==> config.mk <==
export PLATFORM = sky130hd
export DESIGN_NAME = ps2_keymap
export DESIGN_NICKNAME = d
export VERILOG_FILES = /design/src/rtl/chip8_kb_pkg.sv /design/src/rtl/ps2_scancode_lut.sv /design/src/rtl/ps2_keymap.sv
export SDC_FILE = /design/constraint.sdc
export NUM_CORES = 1
export LEC_CHECK = 0
export CORE_MARGIN = 5
export CORE_UTILIZATION = 45
export CTS_CLUSTER_SIZE = 28
export DETAILED_ROUTE_END_ITERATION = 8
export PLACE_DENSITY = 0.69
export SLEW_MARGIN = 20
export SYNTH_ARGS = -nofsm -noshare
export SYNTH_HDL_FRONTEND = slang
export SYNTH_SLANG_ARGS = --single-unit
==> constraint.sdc <==
create_clock -name clk -period 7.3 [get_ports clk]
set_input_delay 1.46 -clock clk [delete_from_list [all_inputs] [get_ports clk]]
set_output_delay 1.46 -clock clk [all_outputs]
set_load 0.01 [all_outputs]
==> src/rtl/chip8_kb_pkg.sv <==
// Shared scan-code constants and FSM encoding for the PS/2 -> Chip-8 keypad path.
package chip8_kb_pkg;

    localparam logic [7:0] SC_BREAK    = 8'hF0;
    localparam logic [7:0] SC_EXT      = 8'hE0;
    localparam logic [7:0] SC_BAT_OK   = 8'hAA;
    localparam logic [7:0] SC_BAT_FAIL = 8'hFC;
    localparam logic [7:0] SC_OVR0     = 8'h00;
    localparam logic [7:0] SC_OVR1     = 8'hFF;

    typedef enum logic [1:0] {
        ST_IDLE    = 2'd0,
        ST_BREAK   = 2'd1,
        ST_EXT     = 2'd2,
        ST_EXT_BRK = 2'd3
    } kb_state_e;

    // Keyboard self-test results and overrun markers all force a resync.
    function automatic logic is_err_code(input logic [7:0] b);
        return (b == SC_BAT_OK) || (b == SC_BAT_FAIL) || (b == SC_OVR0) || (b == SC_OVR1);
    endfunction

endpackage

==> src/rtl/ps2_scancode_lut.sv <==
// Set-2 scan code -> Chip-8 hex keypad index; the physical layout lives only here.
module ps2_scancode_lut (
    input  logic [7:0] code,
    output logic       hit,
    output logic [3:0] key
);

    always_comb begin
        hit = 1'b1;
        key = 4'h0;
        case (code)
            8'h16: key = 4'h1;
            8'h1E: key = 4'h2;
            8'h26: key = 4'h3;
            8'h25: key = 4'hC;
            8'h15: key = 4'h4;
            8'h1D: key = 4'h5;
            8'h24: key = 4'h6;
            8'h2D: key = 4'hD;
            8'h1C: key = 4'h7;
            8'h1B: key = 4'h8;
            8'h23: key = 4'h9;
            8'h2B: key = 4'hE;
            8'h1A: key = 4'hA;
            8'h22: key = 4'h0;
            8'h21: key = 4'hB;
            8'h2A: key = 4'hF;
            default: hit = 1'b0;
        endcase
    end

endmodule

==> src/rtl/ps2_keymap.sv <==
// Decodes set-2 make/break/extended sequences into Chip-8 keypad state and a
// latched newest-key-down event for wait-for-key.
module ps2_keymap
    import chip8_kb_pkg::*;
#(
    parameter int TIMEOUT_CYCLES = 250,
    parameter bit CLEAR_ON_ERROR = 1'b1
) (
    input  logic        clk,
    input  logic        rst,
    input  logic        byte_valid,
    input  logic [7:0]  byte_data,
    input  logic        byte_err,
    input  logic        clear_newest_key_down,
    output logic [15:0] input_keys,
    output logic [4:0]  newest_key_down
);

    localparam int CW = (TIMEOUT_CYCLES > 2) ? $clog2(TIMEOUT_CYCLES) : 1;
    localparam logic [CW-1:0] CNT_MAX = CW'(TIMEOUT_CYCLES - 1);

    kb_state_e   state_q, state_d;
    logic [CW-1:0] cnt_q, cnt_d;
    logic [15:0] keys_q, keys_d;
    logic [4:0]  newest_q, newest_d;
    logic        lut_hit;
    logic [3:0]  lut_key;
    logic        err_act;

    ps2_scancode_lut u_lut (
        .code (byte_data),
        .hit  (lut_hit),
        .key  (lut_key)
    );

    always_comb begin
        state_d  = state_q;
        cnt_d    = cnt_q;
        keys_d   = keys_q;
        newest_d = newest_q;
        err_act  = 1'b0;

        if (clear_newest_key_down) newest_d[4] = 1'b0;

        if (byte_err) begin
            err_act = 1'b1;
        end else if (byte_valid) begin
            cnt_d = '0;
            case (state_q)
                ST_IDLE: begin
                    if (byte_data == SC_BREAK) begin
                        state_d = ST_BREAK;
                    end else if (byte_data == SC_EXT) begin
                        state_d = ST_EXT;
                    end else if (is_err_code(byte_data)) begin
                        err_act = 1'b1;
                    end else if (lut_hit) begin
                        keys_d[lut_key] = 1'b1;
                        // Typematic repeats must not re-arm the wait-for-key event.
                        if (!keys_q[lut_key]) newest_d = {1'b1, lut_key};
                    end
                end
                ST_BREAK: begin
                    if (lut_hit) keys_d[lut_key] = 1'b0;
                    state_d = ST_IDLE;
                end
                ST_EXT: begin
                    state_d = (byte_data == SC_BREAK) ? ST_EXT_BRK : ST_IDLE;
                end
                default: state_d = ST_IDLE;
            endcase
        end else if (state_q != ST_IDLE) begin
            // A prefix whose follower never arrives would otherwise swallow the next make.
            if (cnt_q == CNT_MAX) begin
                state_d = ST_IDLE;
                cnt_d   = '0;
            end else begin
                cnt_d = cnt_q + 1'b1;
            end
        end

        if (err_act) begin
            state_d = ST_IDLE;
            cnt_d   = '0;
            if (CLEAR_ON_ERROR) begin
                keys_d      = '0;
                newest_d[4] = 1'b0;
            end
        end
    end

    always_ff @(posedge clk) begin
        if (rst) begin
            state_q  <= ST_IDLE;
            cnt_q    <= '0;
            keys_q   <= '0;
            newest_q <= '0;
        end else begin
            state_q  <= state_d;
            cnt_q    <= cnt_d;
            keys_q   <= keys_d;
            newest_q <= newest_d;
        end
    end

    assign input_keys      = keys_q;
    assign newest_key_down = newest_q;

endmodule

==> flow_summary_export.csv <==
group,metric,value,unit
outcome,status,"finished, final reports clean",
clock_tree,ctsHoldBuffers,0,
timing,slew_viol_final,0,
place,post_dp_cell_area,2371,sq um
clock_tree,cts_tree,"yes",
detailed_routing,ant_nets,0,
clock_tree,clkLatencyLatePin,0.28,ns
power,power.leakage,0.7618,nW
clock_tree,cts_buffers,5,
final_layout,seqCellArea,620.6,sq um
global_route,grt_pass1_vias,1887,
detailed_routing,firstDrtPassIters,4,
timing,tightest_slew,1.060,ns
logic_synthesis,synth_top_area_cell,"dfxtp_1",
logic_synthesis,synth_most_common_cell,"nor2_1",
critical_path,path_max_fanout,18,
worst_hold_path,hold_path_class,"register to register",
place,preCtsSetupSlack,2.492,ns
clock_tree,postCtsSetupBuffers,0,
clock_tree,cts_resized,0,
timing,period_share,0.6313,
critical_path,crit_path_end_kind,"register",
timing,max_freq,217.0,MHz
floorplanning,row_count,24,
critical_path,cp.required,7.48,ns
logic_synthesis,ys_seq_area_frac,0.3032,
critical_path,path_class,"input pin to register",
worst_hold_path,hp-start,"newest_key_down[0]",
clock_tree,cts_max_path_buffers,2,
critical_path,startpoint_type,"input pin",
final_layout,design_area,2489,sq um
detailed_routing,avgViaCountPerCell,5.831,
timing,setup-violations-final,0,
floorplanning,start_util,0.4669,
clock_tree,ctsRootBufferMaster,"clkbuf_8",
logic_synthesis,synth_commonest_cells,"35 x nor2_1, 31 x dfxtp_1, 19 x mux2i_1, 19 x nor3_1, 17 x nand2_1",
global_route,antenna_found_initial,0,
critical_path,cp.arrival,4.78,ns
logic_synthesis,yosysTopAreaCellShare,0.3032,
clock_tree,htreeDepth,2,
logic_synthesis,post_synth_main_area_contributors,"dfxtp_1 30%, mux2i_1 9.3%, nor2_1 6.4%",
critical_path,rr_worst_depth,7,
worst_hold_path,hold_end,"newest_key_down[0]",
logic_synthesis,synth_nets,276,
floorplanning,die_area,5998,sq um
power,power,0.3899,mW
logic_synthesis,synthMuxAreaShare,0.1057,
timing,fin_crit,4.608,ns
final_layout,drive_gt1_frac,0.06643,
logic_synthesis,syn_inst,261,
logic_synthesis,netlist_area,2047,sq um
floorplanning,io_pins,34,
logic_synthesis,yosys_most_used_dff,"dfxtp_1",
worst_hold_path,hold_depth,2,
final_layout,area_growth,21.58,%
detailed_routing,vias,1971,
detailed_routing,drc,0,
logic_synthesis,synth_xor_area_frac,0.03423,
logic_synthesis,synth_top_family_by_area,"simple AND/OR/NAND/NOR gates",
logic_synthesis,synth-compound-area-share,0.1889,
place,place_congestion,0.9045,
final_layout,diodes,0,
final_layout,multi_input_comb_area,1306,sq um
global_route,grt_max_degree,24,
timing,fin_ws,2.692,ns
logic_synthesis,yosysWarnings,0,
logic_synthesis,synth-edff-count,0,
detailed_routing,wirelength,5248,um
logic_synthesis,synth_fa_ha_area_frac,0.01711,
floorplanning,dieHeight,77.45,um
timing,max_slew_margin,0.2917,
place,portBuffers,33,
critical_path,reg2reg_slack,5.17,ns
timing,rsz0062_at_grt,"no",
timing,report.final.hold_viol_count,0,
logic_synthesis,async_reset_ff_frac,0,
critical_path,r2r_end,"state_q[1]",
global_route,grt_overflow,0,
logic_synthesis,yosys.area_share.simple,0.2922,
global_route,grtUsageTotal,0.1751,
detailed_routing,wl_per_cell,15.53,um
power,power_density,156.7,nW/um^2
logic_synthesis,synth-seq-cells,31,
floorplanning,die_w,77.45,um
floorplanning,core,4384,sq um
logic_synthesis,syn_area_per_cell,7.843,sq um
global_route,grt_first_pass_wirelength,8749,um
logic_synthesis,yosysUniqueCellTypes,53,
critical_path,rr_startpoint,"state_q[1]",
final_layout,fin_nets,300,
timing,final.setup.tns,0,ns
detailed_routing,drtIter0Drc,209,
final_layout,n_fill_cell,434,
timing,clock_skew,0.003409,ns
clock_tree,clk_pin_slew,0.07,ns
place,hpwl,3649,um
run,cap_violations,0,
clock_tree,cts_sinks,31,
power,vdd_drop_max,0.00009557,V
layout make-up:
| class | instances | share of cell area |
|---|---|---|
| well taps | 52 | 0.02614 |
| multi-input cells | 201 | 0.5249 |
| repair buffers | 33 | 0.1327 |
| clock buffers | 6 | 0.03318 |
| inverters | 13 | 0.01961 |
| clock inverters | 2 | 0.01408 |
| flip-flops and latches | 31 | 0.2494 |
cell usage in the layout, fill, tap and decap left out, types with 3 or more instances in the layout:
cell,count
inv_1,13
mux2i_1,19
nor2_1,35
nor2b_1,4
xor2_1,6
nand3_1,4
clkdlybuf4s50_1,33
or3_1,3
nand2_1,17
a211oi_1,9
dfxtp_1,31
o21ai_0,9
nand4_1,4
clkbuf_8,6
a21oi_1,15
nand4b_1,5
nor4_1,4
nor3_1,19
nand2b_1,5
nand3b_1,3
cells by family after synthesis:
family,Yosys count
XOR/XNOR,8
multiplexers,21
AO/OA/AOI/OAI,54
AND/OR/NAND/NOR,115
buffers and inverters,29
adder cells (fa/ha/maj),3
flip-flops,31
worst max path at each step:
stage	startpoint	to	slack, ns	cells past startpoint
global route	byte_data[4]	register	2.41	8
finish	byte_data[3]	newest_key_down[2]	2.69	8
detailed placement	byte_data[3]	newest_key_down[2]	2.49	8
floorplan	byte_data[5]	newest_key_down[2]	3.47	9
CTS	byte_data[3]	newest_key_down[2]	2.77	8
global placement	byte_data[3]	newest_key_down[2]	2.59	8
metrics by stage:
step,utilization,hold WS (ns),std cells
2_1_floorplan,-,0.4694,261
3_3_place_gp,0.5408,0.4509,330
3_5_place_dp,0.5408,0.4541,330
4_1_cts,0.5676,0.4648,338
5_1_grt,0.5676,0.4886,338
6_report,0.5676,0.4584,338
metal layers:
| metal | wire length, um | track usage | up-vias |
|---|---|---|---|
| met4 | 64 | 0.06186 | 0 |
| li1 | - | - | 986 |
| met3 | 231 | 0.04514 | 6 |
| met5 | 0 | 0 | - |
| met1 | 2561 | 0.2413 | 926 |
| met2 | 2390 | 0.2643 | 53 |
critical path, cell delays in order:
cell	delay (ns)
clkdlybuf4s50_1	0.73
or2_2	0.46
o221ai_1	0.50
a21o_2	0.42
a2111oi_0	0.15
nor4_1	0.44
a41o_1	0.30
mux2_4	0.30
report_power, final:
part	internal (mW)	switching (mW)	total [mW]
Clock	0.110	0.0687	0.179
Sequential	0.169	0.000153	0.169
Combinational	0.0157	0.0258	0.0414
(Power assumes the default switching activity.)
